$ cat config.mk
export PLATFORM = sky130hd
export DESIGN_NAME = spi_bus_arbiter_flat
export DESIGN_NICKNAME = d
export VERILOG_FILES = /design/src/rtl/spi_bus_arbiter_if.sv /design/src/rtl/spi_bus_arbiter.sv /design/src/flat_wrapper.sv
export SDC_FILE = /design/constraint.sdc
export NUM_CORES = 1
export LEC_CHECK = 0
export CAP_MARGIN = 25
export CORE_MARGIN = 1.5
export CORE_UTILIZATION = 49
export DETAILED_ROUTE_END_ITERATION = 16
export GPL_TIMING_DRIVEN = 0
export PLACE_DENSITY = 0.8
export SLEW_MARGIN = 40
export SYNTH_ARGS = -nofsm -noshare
export SYNTH_HDL_FRONTEND = slang
export SYNTH_SLANG_ARGS = --single-unit
$ cat constraint.sdc
create_clock -name clk -period 2.7 [get_ports clk]
set_input_delay 0.54 -clock clk [delete_from_list [all_inputs] [get_ports clk]]
set_output_delay 0.54 -clock clk [all_outputs]
set_load 0.02 [all_outputs]
$ cat src/rtl/spi_bus_arbiter_if.sv
// Bundle of the two requester handshakes and the shared SPI monarch link.
//
// Requester handshake: snd_n is a one-clk valid pulse carrying cmd_n, and rdy_n
// is the ready. A request is accepted on the rising edge where snd_n and rdy_n
// are both high. A pulse that arrives while rdy_n is low is discarded rather
// than held. done_n pulses for one clk when the accepted frame ends, and resp_n
// is valid from that pulse until the next done_n on the same port.
interface spi_bus_arbiter_if;
   // requester port 0 (inertial) and port 1 (A2D)
   logic        snd0;
   logic        snd1;
   logic [15:0] cmd0;
   logic [15:0] cmd1;
   logic        rdy0;
   logic        rdy1;
   logic        done0;
   logic        done1;
   logic [15:0] resp0;
   logic [15:0] resp1;
   logic        err0;
   logic        err1;
   // shared SPI monarch link
   logic        spi_snd;
   logic [15:0] spi_cmd;
   logic        spi_done;
   logic [15:0] spi_resp;
   logic        spi_SS_n;
   logic        SS0_n;
   logic        SS1_n;
   // arbiter FSM state, exposed for observation
   logic [1:0]  dbg_state;

   // arbiter side
   modport slave (
      input  snd0, snd1, cmd0, cmd1, spi_done, spi_resp, spi_SS_n,
      output rdy0, rdy1, done0, done1, resp0, resp1, err0, err1,
             spi_snd, spi_cmd, SS0_n, SS1_n, dbg_state
   );

   // requester / monarch side
   modport master (
      output snd0, snd1, cmd0, cmd1, spi_done, spi_resp, spi_SS_n,
      input  rdy0, rdy1, done0, done1, resp0, resp1, err0, err1,
             spi_snd, spi_cmd, SS0_n, SS1_n, dbg_state
   );
endinterface

$ cat src/rtl/spi_bus_arbiter.sv
// Shares one SPI monarch between two requesters. Each port owns one pending
// command slot; the FSM grants the bus round-robin, launches the frame, waits
// for completion or a watchdog timeout, then holds an inter-frame gap.
module spi_bus_arbiter #(
   parameter int GAP_CYCLES = 4,
   parameter int TMO_CYCLES = 4096
) (
   input  logic             clk,
   input  logic             rst_n,
   spi_bus_arbiter_if.slave bus
);

   localparam int GAP_W = (GAP_CYCLES > 0) ? $clog2(GAP_CYCLES + 1) : 1;
   localparam int TMO_W = (TMO_CYCLES > 1) ? $clog2(TMO_CYCLES) : 1;

   typedef enum logic [1:0] {
      IDLE   = 2'd0,
      LAUNCH = 2'd1,
      BUSY   = 2'd2,
      GAP    = 2'd3
   } state_t;

   state_t             state_q, state_d;
   logic               owner_q, owner_d;
   logic               last_owner_q, last_owner_d;
   logic [1:0]         pend_q, pend_d;
   logic [1:0]         rdy_q, rdy_d;
   logic [1:0]         done_q, done_d;
   logic [1:0]         err_q, err_d;
   logic [15:0]        cmdreg_q [2];
   logic [15:0]        cmdreg_d [2];
   logic [15:0]        resp_q [2];
   logic [15:0]        resp_d [2];
   logic               spi_snd_q, spi_snd_d;
   logic [TMO_W-1:0]   tmo_cnt_q, tmo_cnt_d;
   logic [GAP_W-1:0]   gap_cnt_q, gap_cnt_d;

   logic [1:0]         snd;
   logic [15:0]        cmd_in [2];
   logic               frame_active;

   assign snd       = {bus.snd1, bus.snd0};
   assign cmd_in[0] = bus.cmd0;
   assign cmd_in[1] = bus.cmd1;

   // Owner drives the bus from the launch pulse through the end of BUSY.
   assign frame_active = (state_q == LAUNCH) || (state_q == BUSY);

   // Next-state, grant, capture and completion logic.
   always_comb begin
      state_d      = state_q;
      owner_d      = owner_q;
      last_owner_d = last_owner_q;
      pend_d       = pend_q;
      rdy_d        = rdy_q;
      done_d       = 2'b00;
      err_d        = err_q;
      cmdreg_d     = cmdreg_q;
      resp_d       = resp_q;
      spi_snd_d    = 1'b0;
      tmo_cnt_d    = tmo_cnt_q;
      gap_cnt_d    = gap_cnt_q;

      // Per-port capture; rdy re-opens the clk after that port's done pulse.
      for (int n = 0; n < 2; n++) begin
         if (done_q[n]) begin
            rdy_d[n] = 1'b1;
         end
         if (snd[n] && rdy_q[n]) begin
            pend_d[n]   = 1'b1;
            cmdreg_d[n] = cmd_in[n];
            err_d[n]    = 1'b0;
            rdy_d[n]    = 1'b0;
         end
      end

      case (state_q)
         IDLE: begin
            if (|pend_q) begin
               // On a tie the port that was not served last wins.
               owner_d         = (&pend_q) ? ~last_owner_q : pend_q[1];
               pend_d[owner_d] = 1'b0;
               spi_snd_d       = 1'b1;
               state_d         = LAUNCH;
            end
         end
         LAUNCH: begin
            tmo_cnt_d = '0;
            state_d   = BUSY;
         end
         BUSY: begin
            // tmo_cnt_q == 0 marks the first BUSY clk, where spi_done is stale.
            if (bus.spi_done && (tmo_cnt_q != '0)) begin
               resp_d[owner_q] = bus.spi_resp;
               done_d[owner_q] = 1'b1;
               last_owner_d    = owner_q;
               gap_cnt_d       = '0;
               state_d         = GAP;
            end else if (tmo_cnt_q == TMO_W'(TMO_CYCLES - 1)) begin
               resp_d[owner_q] = 16'hFFFF;
               err_d[owner_q]  = 1'b1;
               done_d[owner_q] = 1'b1;
               last_owner_d    = owner_q;
               gap_cnt_d       = '0;
               state_d         = GAP;
            end else begin
               tmo_cnt_d = tmo_cnt_q + TMO_W'(1);
            end
         end
         GAP: begin
            if ((GAP_CYCLES == 0) || (gap_cnt_q == GAP_W'(GAP_CYCLES - 1))) begin
               state_d = IDLE;
            end else begin
               gap_cnt_d = gap_cnt_q + GAP_W'(1);
            end
         end
         default: state_d = IDLE;
      endcase
   end

   // FSM state register.
   always_ff @(posedge clk or negedge rst_n) begin
      if (!rst_n) begin
         state_q <= IDLE;
      end else begin
         state_q <= state_d;
      end
   end

   // Datapath, per-port status and counter registers.
   always_ff @(posedge clk or negedge rst_n) begin
      if (!rst_n) begin
         owner_q      <= 1'b0;
         last_owner_q <= 1'b1;
         pend_q       <= 2'b00;
         rdy_q        <= 2'b11;
         done_q       <= 2'b00;
         err_q        <= 2'b00;
         cmdreg_q[0]  <= '0;
         cmdreg_q[1]  <= '0;
         resp_q[0]    <= '0;
         resp_q[1]    <= '0;
         spi_snd_q    <= 1'b0;
         tmo_cnt_q    <= '0;
         gap_cnt_q    <= '0;
      end else begin
         owner_q      <= owner_d;
         last_owner_q <= last_owner_d;
         pend_q       <= pend_d;
         rdy_q        <= rdy_d;
         done_q       <= done_d;
         err_q        <= err_d;
         cmdreg_q     <= cmdreg_d;
         resp_q       <= resp_d;
         spi_snd_q    <= spi_snd_d;
         tmo_cnt_q    <= tmo_cnt_d;
         gap_cnt_q    <= gap_cnt_d;
      end
   end

   assign bus.rdy0      = rdy_q[0];
   assign bus.rdy1      = rdy_q[1];
   assign bus.done0     = done_q[0];
   assign bus.done1     = done_q[1];
   assign bus.resp0     = resp_q[0];
   assign bus.resp1     = resp_q[1];
   assign bus.err0      = err_q[0];
   assign bus.err1      = err_q[1];
   assign bus.spi_snd   = spi_snd_q;
   assign bus.spi_cmd   = frame_active ? cmdreg_q[owner_q] : 16'h0000;
   assign bus.SS0_n     = bus.spi_SS_n | ~(frame_active && (owner_q == 1'b0));
   assign bus.SS1_n     = bus.spi_SS_n | ~(frame_active && (owner_q == 1'b1));
   assign bus.dbg_state = state_q;

endmodule

$ cat src/flat_wrapper.sv
// flat-port wrapper written by rule: the top's interface ports become plain ports
module spi_bus_arbiter_flat 
#(
   parameter int GAP_CYCLES = 4,
   parameter int TMO_CYCLES = 4096
)
  (clk, rst_n, bus_snd0, bus_snd1, bus_cmd0, bus_cmd1, bus_spi_done, bus_spi_resp, bus_spi_SS_n, bus_rdy0, bus_rdy1, bus_done0, bus_done1, bus_resp0, bus_resp1, bus_err0, bus_err1, bus_spi_snd, bus_spi_cmd, bus_SS0_n, bus_SS1_n, bus_dbg_state);
  spi_bus_arbiter_if bus_i ();
  input  logic clk;
  input  logic rst_n;
  input wire logic [$bits(bus_i.snd0)-1:0] bus_snd0;
  input wire logic [$bits(bus_i.snd1)-1:0] bus_snd1;
  input wire logic [$bits(bus_i.cmd0)-1:0] bus_cmd0;
  input wire logic [$bits(bus_i.cmd1)-1:0] bus_cmd1;
  input wire logic [$bits(bus_i.spi_done)-1:0] bus_spi_done;
  input wire logic [$bits(bus_i.spi_resp)-1:0] bus_spi_resp;
  input wire logic [$bits(bus_i.spi_SS_n)-1:0] bus_spi_SS_n;
  output wire logic [$bits(bus_i.rdy0)-1:0] bus_rdy0;
  output wire logic [$bits(bus_i.rdy1)-1:0] bus_rdy1;
  output wire logic [$bits(bus_i.done0)-1:0] bus_done0;
  output wire logic [$bits(bus_i.done1)-1:0] bus_done1;
  output wire logic [$bits(bus_i.resp0)-1:0] bus_resp0;
  output wire logic [$bits(bus_i.resp1)-1:0] bus_resp1;
  output wire logic [$bits(bus_i.err0)-1:0] bus_err0;
  output wire logic [$bits(bus_i.err1)-1:0] bus_err1;
  output wire logic [$bits(bus_i.spi_snd)-1:0] bus_spi_snd;
  output wire logic [$bits(bus_i.spi_cmd)-1:0] bus_spi_cmd;
  output wire logic [$bits(bus_i.SS0_n)-1:0] bus_SS0_n;
  output wire logic [$bits(bus_i.SS1_n)-1:0] bus_SS1_n;
  output wire logic [$bits(bus_i.dbg_state)-1:0] bus_dbg_state;
  assign bus_i.snd0 = bus_snd0;
  assign bus_i.snd1 = bus_snd1;
  assign bus_i.cmd0 = bus_cmd0;
  assign bus_i.cmd1 = bus_cmd1;
  assign bus_i.spi_done = bus_spi_done;
  assign bus_i.spi_resp = bus_spi_resp;
  assign bus_i.spi_SS_n = bus_spi_SS_n;
  assign bus_rdy0 = bus_i.rdy0;
  assign bus_rdy1 = bus_i.rdy1;
  assign bus_done0 = bus_i.done0;
  assign bus_done1 = bus_i.done1;
  assign bus_resp0 = bus_i.resp0;
  assign bus_resp1 = bus_i.resp1;
  assign bus_err0 = bus_i.err0;
  assign bus_err1 = bus_i.err1;
  assign bus_spi_snd = bus_i.spi_snd;
  assign bus_spi_cmd = bus_i.spi_cmd;
  assign bus_SS0_n = bus_i.SS0_n;
  assign bus_SS1_n = bus_i.SS1_n;
  assign bus_dbg_state = bus_i.dbg_state;
  spi_bus_arbiter #(.GAP_CYCLES(GAP_CYCLES), .TMO_CYCLES(TMO_CYCLES)) u_core (.clk(clk), .rst_n(rst_n), .bus(bus_i));
endmodule
; After elaboration in Yosys (flattened, before gate mapping)
; Cells that the tools add are included.
[classes]
addsub = 2
magnitude_cmp = 6
eq_ne = 11
n_mux = 46
n_bitwise = 11
n_reduce_logical = 23
[op_table]
columns = cell, n
row1 = $mux 16, 5
row2 = $mux 32, 2
row3 = $bwmux 32, 1
row4 = $or 32x32->32, 1
row5 = $mux 12, 2
row6 = $mux 2, 12
row7 = $pmux 12 s2, 1
row8 = $demux 16 s1, 1
row9 = $mux 1, 15
row10 = $add 12x1->12 const B, 1
row11 = $eq 12x12->1 const B, 1
row12 = $reduce_bool 12->1, 1
row13 = $reduce_bool 2->1, 5
row14 = $mux 3, 3
row15 = $reduce_and 3->1, 3
row16 = $logic_and 1x1->1, 8
row17 = $pmux 2 s4, 1
row18 = $ne 2x2->1 const B, 3
row19 = $pmux 3 s2, 1
row20 = $reduce_and 2->1, 3
row21 = $eq 2x2->1 const B, 2
row22 = $lt 1x2->1 const B, 2
row23 = $ne 2x1->1 const B, 2
row24 = $not 1->1, 4
row25 = 16 further kinds, 19
[word_totals]
register_bits = 92
input_bits = 54
word_cells = 114

; Longest topological paths before layout
; Gate-level depths: netlist (run 1).
[depth]
depth_word = 10
depth_mapped = 8
depth_no_buf = 6

; Worst setup path after synthesis (run 1)
; Ideal clock, no wire load.
[synth_timing]
path_kind = reg-to-reg
from = register u_core.tmo_cnt_q[0]
to = register u_core.tmo_cnt_q[11]
setup_ns = 0.104
arrival_time_ns = 2.143
slack_ns = 0.453
stages_incl_launch_ff = 8
path_buffers = 1
synth_period_minus_slack_ns = 2.247
path_cell_list = dfrtp_1 -> inv_1 -> ha_1 -> or4b_4 -> o31a_1 -> buf_6 -> or4_1 -> o311ai_1
[synth_via]
elab_chain_cells = 4
word_cells_on_any_way = 10
cone_classes = add/sub: 1 / eq/ne: 3 / mux: 3 / reduce/logical: 3
[synth_rtl]
columns = item, line_no
row1 = from (decl), spi_bus_arbiter.sv:35  ; logic [TMO_W-1:0] tmo_cnt_q, tmo_cnt_d;
row2 = from (signal assigned), spi_bus_arbiter.sv:156  ; tmo_cnt_q <= tmo_cnt_d;
row3 = $add 12x1->12 / $reduce_bool 12->1 (equally long branches), "spi_bus_arbiter.sv:107, spi_bus_arbiter.sv:93"
row4 = $mux 12 / $logic_and 1x1->1 (equally long branches), "spi_bus_arbiter.sv:99, spi_bus_arbiter.sv:93"
row5 = $mux 12 / $ne 2x2->1 (equally long branches), n/a
row6 = $pmux 12 s2 / $reduce_and 3->1 (equally long branches), n/a
; Parallel ways exist; a longest one is shown, timed or not. The select of a mux whose other input is x is not followed.
; A chain may end at the register's enable or synchronous reset.

; Worst setup path in the final report (run 1)
[layout_timing]
from = register u_core.state_q[0] (netlist: u_core.bus.dbg_state[0])
to = output port bus_SS0_n
[layout_via]
elab_chain_cells = 5
word_cells_on_any_way = 6
cone_classes = eq/ne: 2 / bitwise: 2 / reduce/logical: 2
[layout_rtl]
columns = item, line_no
row1 = from (decl), spi_bus_arbiter.sv:23  ; state_t state_q, state_d;
row2 = from (signal assigned), spi_bus_arbiter.sv:126  ; state_q <= state_d;
row3 = $eq 2x1->1 / $eq 2x2->1 (equally long branches), spi_bus_arbiter.sv:47  ; assign frame_active = (state_q == LAUNCH) || (state_q == BUSY);
row4 = $logic_or 1x1->1 *, spi_bus_arbiter.sv:47
row5 = $logic_and 1x1->1 *, spi_bus_arbiter.sv:171  ; assign bus.SS0_n = bus.spi_SS_n | ~(frame_active && (owner_q == 1'b0));
row6 = $not 1->1 *, spi_bus_arbiter.sv:171
row7 = $or 1x1->1 *, spi_bus_arbiter.sv:171
row8 = to (decl), flat_wrapper.sv:28  ; output wire logic [$bits(bus_i.SS0_n)-1:0] bus_SS0_n;
; Every way passes the cells marked *; elsewhere a longest branch is shown, timed or not.

==> impl_metrics.ini, run 1 <==
[grt]
grt_use_met2_pct = 38.4
track_usage_pct = 23.1
antenna_found_initial = 0
busiest_layer = met2
use_met1_pct = 30.3
grt_max_degree = 64
grt_pass1_wl_um = 17500
grtUsageMet3_pct = 6.00
grt_pass1_vias = 3628
overflow = 0

[synth]
yosysSeqAreaShare_pct = 53.3
syn_area_per_cell_sq_um = 12.1
synthDominantCellAreaShare_pct = 51.5
synth_cells = 358
synthTopCellsByArea = dfrtp_1 (51%), mux2_2 (8.6%), o22a_1 (6.5%)
synth_edf_count = 0
ys_ff_latch = 92
ys.flop_type = dfrtp_1
synth_nets = 421
yosysWarnings = 0
syn-cell-area_sq_um = 4330
ys_types = 46
synth_top_area_cell = dfrtp_1
ys_async_sr_fraction_pct = 100

[die]
core-area_sq_um = 8640
die-area_sq_um = 9400
num_io_pins = 113
die_y_um = 97.0
num_rows = 34
die_w_um = 97.0
initial_core_util_pct = 50.1

[critical_path]
worst_path_largest_cell_delay_ps = 460
crit_buf_inv = 2
crit_family = simple AND/OR/NAND/NOR gates
cp_data_required_time_ps = 2160
arrival_ps = 2030
crit_fanout = 10
crit_chain = inv_1 > ha_4 > or3b_2 > dlygate4sd2_1
critPathLaunchType = register
worstSetupEndpointType = primary output
worst_path_max_delay_cell = or3b_2
crit_type = register to primary output

[cells_and_area]
layout_common_cells = clkdlybuf4s50_1 (100), dfrtp_1 (87), mux2_2 (33)
drive_gt1_share_pct = 15.2
final_cells = 595
fill_cells = 643
fin_nets = 545
final_util_pct = 67.7
areaGrowthSynthToFinish_pct = 35.2
final_common_cell = clkdlybuf4s50_1
antenna_cells = 0

[routing]
drt_first_pass_iters = 4
route.detailed.drc = 0
wl_per_cell_um = 17.9
vias_per_cell = 5.79
drt_iter0_markers = 192
final_antenna_net_count = 0
routed_wl_um = 10600
vias = 3446

[status]
status = finished, final reports clean

[clocking]
ctsRootBufferMaster = clkbuf_8
cts_buffers = 9
post_cts_buffers = 0
clock_sinks = 92
htree_levels = 3
cts_tree = yes
clk_pin_slew_ps = 90
clk_latency_ps = 350
cts.path.max_buffers = 2

[placement]
gp_congestion = 0.886
io_buffers = 112
preCtsSetupSlack_ps = -56.5
dp.cells = 579
dp_hpwl_um = 7470

[pwr]
leakage_uw = 0.00239
vdd_drop_max_uv = 795
power_density_nw_per_um2 = 1260

[timing]
max-slew-margin-rel_pct = 59.2
finalCritPeriodShare_pct = 95.3
rsz0062_at_grt = false
fmax_ghz = 0.389
hold_violations = 0
setup_viol = 0
slew_viol_final = 0
worst_slack_ps = 127
worst_pin_slew_ps = 613
fin_skew_ps = 6.35
fin_crit_ps = 2570

[hold_path]
hold_class = primary input to asynchronous set/reset pin

[flow_run]
maxCapViolCount = 0
routing by layer:
metal | vias up | wire length, um
met3 | 13 | 696
li1 | 1590 | -
met5 | - | 0
met4 | 0 | 119
met1 | 1733 | 4470
met2 | 110 | 5350
layout make-up:
type	instances	area, sq um	area share, %
buffer	22	115	1.97
clock buffer	10	128	2.18
clock inverter	6	95.1	1.63
inverter	16	60.1	1.03
multi-input combinational	228	1870	31.9
sequential	92	2310	39.5
tap	108	135	2.31
timing repair buffer	113	1140	19.5
final timing paths:
| kind | startpoint | endpoint | slack [ps] | cells past startpoint |
|---|---|---|---|---|
| hold reg to reg | u_core.done_q[0] | u_core.rdy_q[0] | 500 | 2 |
| hold / removal | rst_n | u_core.cmdreg_q[10] | 50 | 1 |
| setup / recovery | u_core.bus.dbg_state[0] | bus_SS0_n | 130 | 4 |
| min in group clk | u_core.done_q[0] | u_core.rdy_q[0] | 500 | 2 |
| setup reg to reg | u_core.tmo_cnt_q[0] | u_core.bus.resp0[9] | 150 | 8 |
| max in group asynchronous | rst_n | u_core.last_owner_q | 2010 | 2 |
state kept, by name, indices dropped and copies added (netlist names), 2 cells and up:
register and count:
u_core.bus.dbg_state 2, u_core.gap_cnt_q 3, u_core.cmdreg_q 32, u_core.pend_q 2, u_core.done_q 2, u_core.bus.resp1 16, u_core.err_q 2, u_core.tmo_cnt_q 12
u_core.rdy_q 2, u_core.bus.resp0 16
power breakdown:
group          switching, uW  internal, uW  total, uW  leakage, uW
Sequential               390          2010       2400      0.00110
Combinational           2010          1920       3930      0.00119
Clock                    501           532       1030     0.000105
timing repair:
item | 4_1_cts | 5_1_grt
hold buffers | 0 | 0
gates resized for setup | 15 | 6
setup endpoints to repair | 18 | 9
pin swaps | 0 | 0
kinds of logic after synthesis:
kind of cell | synth area share, %
AOI/OAI and AO/OA | 15.4
adders and majority gates | 2.60
buffers and inverters | 3.82
DFF | 53.3
muxes | 12.8
and+or+nand+nor | 12.2
Yosys cell counts, drive strengths merged (2+ instances only):
master  number
nand4        8
mux2i       18
o311ai      17
and2         3
o31ai        2
a31oi        3
a21boi       2
ha           9
dfstp        3
nor2         7
a41oi        2
or3b         3
nand3        7
o22a        32
nand2       17
buf         10
mux2        33
dfrtp       89
o211ai       6
nand3b       2
inv         16
a22o         2
and4         3
nor2b       18
nand2b       5
or4         10
a21oi        7
clkbuf      12
metrics by stage:
stage / TNS [ps] / area (sq um) / power (uW) / hold WS (ps)
6_report: 0 / 5850 / 7360 / 46.7
5_1_grt: 0 / 5850 / 7800 / 56.3
4_1_cts: 0 / 5840 / 7380 / 48.6
3_5_place_dp: -232 / 5610 / 6380 / 441
3_3_place_gp: -202440 / 5580 / 6280 / 474
2_1_floorplan: 0 / 4330 / 4780 / 244
Power figures use the tool's default switching activity.
==> run 2, diff against run 1 <==
--- a/config.mk
+++ b/config.mk
@@ -7,10 +7,12 @@
 export LEC_CHECK = 0
 export CAP_MARGIN = 25
 export CORE_MARGIN = 1.5
-export CORE_UTILIZATION = 49
+export CORE_UTILIZATION = 65
 export DETAILED_ROUTE_END_ITERATION = 16
+export DONT_BUFFER_PORTS = 1
 export GPL_TIMING_DRIVEN = 0
-export PLACE_DENSITY = 0.8
+export PLACE_DENSITY = 0.81
+export REMOVE_ABC_BUFFERS = 1
 export SLEW_MARGIN = 40
 export SYNTH_ARGS = -nofsm -noshare
 export SYNTH_HDL_FRONTEND = slang
==> constraint.sdc (replaced) <==
create_clock -name clk -period 3.2 [get_ports clk]
set_input_delay 0.64 -clock clk [delete_from_list [all_inputs] [get_ports clk]]
set_output_delay 0.64 -clock clk [all_outputs]
set_load 0.02 [all_outputs]
==> impl_metrics.ini, run 2 (synthesis gave the netlist of run 1 again) <==
[status]
status = finished, final reports clean

[die]
initial_core_util_pct = 67.8
die_y_um = 84.6
die_w_um = 84.6
core-area_sq_um = 6390
num_io_pins = 113
num_rows = 29
die-area_sq_um = 7150

[critical_path]
arrival_ps = 2310
cp_data_required_time_ps = 2560
crit_fanout = 19
worstSetupEndpointType = primary output
crit_type = register to primary output
critPathLaunchType = register

[cells_and_area]
regMostFlops = u_core.cmdreg_q
largest_reg_flops = 32
final_cells = 431
areaGrowthSynthToFinish_pct = 5.73
drive_gt1_share_pct = 17.8
antenna_cells = 0
layout_common_cells = dfrtp_1 (88), mux2_2 (33), o22a_1 (32)
final_common_cell = dfrtp_1
seq_area_sq_um = 2310
multiInputGateArea_sq_um = 1870
fill_cells = 442
fin_nets = 412

[clocking]
cts.path.max_buffers = 2
clk_latency_ps = 370
cts_tree = yes
cts_buffers = 9
ctsRootBufferMaster = clkbuf_8
postCtsHoldBufs = 1
post_cts_buffers = 0
clock_sinks = 92
htree_levels = 3
clk_pin_slew_ps = 110
cts_resized = 0

[routing]
vias = 2905
final_antenna_net_count = 0
vias_per_cell = 6.74
routed_wl_um = 8980
drt_iter0_markers = 221
drt_first_pass_iters = 4
route.detailed.drc = 0
wl_per_cell_um = 20.8

[grt]
overflow = 0
grt_max_degree = 90
grt_pass1_vias = 2917
grt_pass1_wl_um = 14400
track_usage_pct = 26.1
antenna_found_initial = 0

[placement]
gp_congestion = 0.788
preCtsSetupSlack_ps = 388
dp.cells = 413
io_buffers = 0
dp_hpwl_um = 5770

[timing]
rsz0062_at_grt = false
setup_viol = 0
hold_violations = 0
fmax_ghz = 0.339
max-slew-margin-rel_pct = 44.3
tns_ps = 0
worst_pin_slew_ps = 833
worst_slack_ps = 251
fin_crit_ps = 2950
fin_skew_ps = 17.6
finalCritPeriodShare_pct = 92.2
slew_viol_final = 0

[pwr]
power_density_nw_per_um2 = 1140
vdd_drop_max_uv = 791
leakage_uw = 0.00185

[hold_path]
hold_class = primary input to asynchronous set/reset pin

[flow_run]
maxCapViolCount = 0
==> run 2: stage by stage <==
| stage | hold WS, ps | cell area (sq um) | util (%) | power (uW) |
|---|---|---|---|---|
| after detailed placement | 347 | 4340 | 67.9 | 4430 |
| after CTS | 83.0 | 4560 | 71.5 | 5220 |
| after global routing | 69.3 | 4570 | 71.6 | 5530 |
| after floorplan | 344 | 4220 | - | 3940 |
| final | 98.6 | 4570 | 71.6 | 5220 |
| after global placement | 348 | 4320 | 67.6 | 4300 |
==> run 2: worst max-delay path: stages (launching register included) <==
cell	delay [ps]
dfrtp_1	560
inv_1	150
ha_1	650
or3b_2	570
==> run 2: path summary, 6_finish.rpt <==
kind                                    startpoint                   end  slack (ps)  depth (start not counted)
max                        u_core.bus.dbg_state[0]             bus_SS0_n         250                          3
min                                          rst_n       u_core.rdy_q[0]         100                          0
max reg2reg                u_core.bus.dbg_state[0]  u_core.bus.resp0[11]         510                          5
min reg2reg                    u_core.cmdreg_q[31]   u_core.cmdreg_q[31]         510                          1
max in group asynchronous                    rst_n   u_core.tmo_cnt_q[9]        2670                          1
min in group clk                          bus_snd1       u_core.rdy_q[1]         310                          1
==> run 2: metal layers <==
layer	routed length, um	track usage [%]	share of wire, %
met5	0	0	0
met4	99	8.65	1.1
met3	613	8.85	6.8
met2	4520	42.4	50
met1	3750	33.2	42
==> run 2: cell type report <==
| cell class | count | area share, % |
|---|---|---|
| Clock inverter | 7 | 1.64 |
| Inverter | 16 | 1.31 |
| Timing Repair Buffer | 2 | 0.848 |
| Sequential cell | 92 | 50.4 |
| Tap cell | 77 | 2.11 |
| Multi-Input combinational cell | 228 | 40.9 |
| Clock buffer | 9 | 2.71 |
==> run 2: power breakdown <==
group	leakage [uW]	internal (uW)	total, uW	switching (uW)
clock network	0.0000985	309	775	466
logic	0.000656	915	2040	1120
registers	0.00110	1690	2410	719
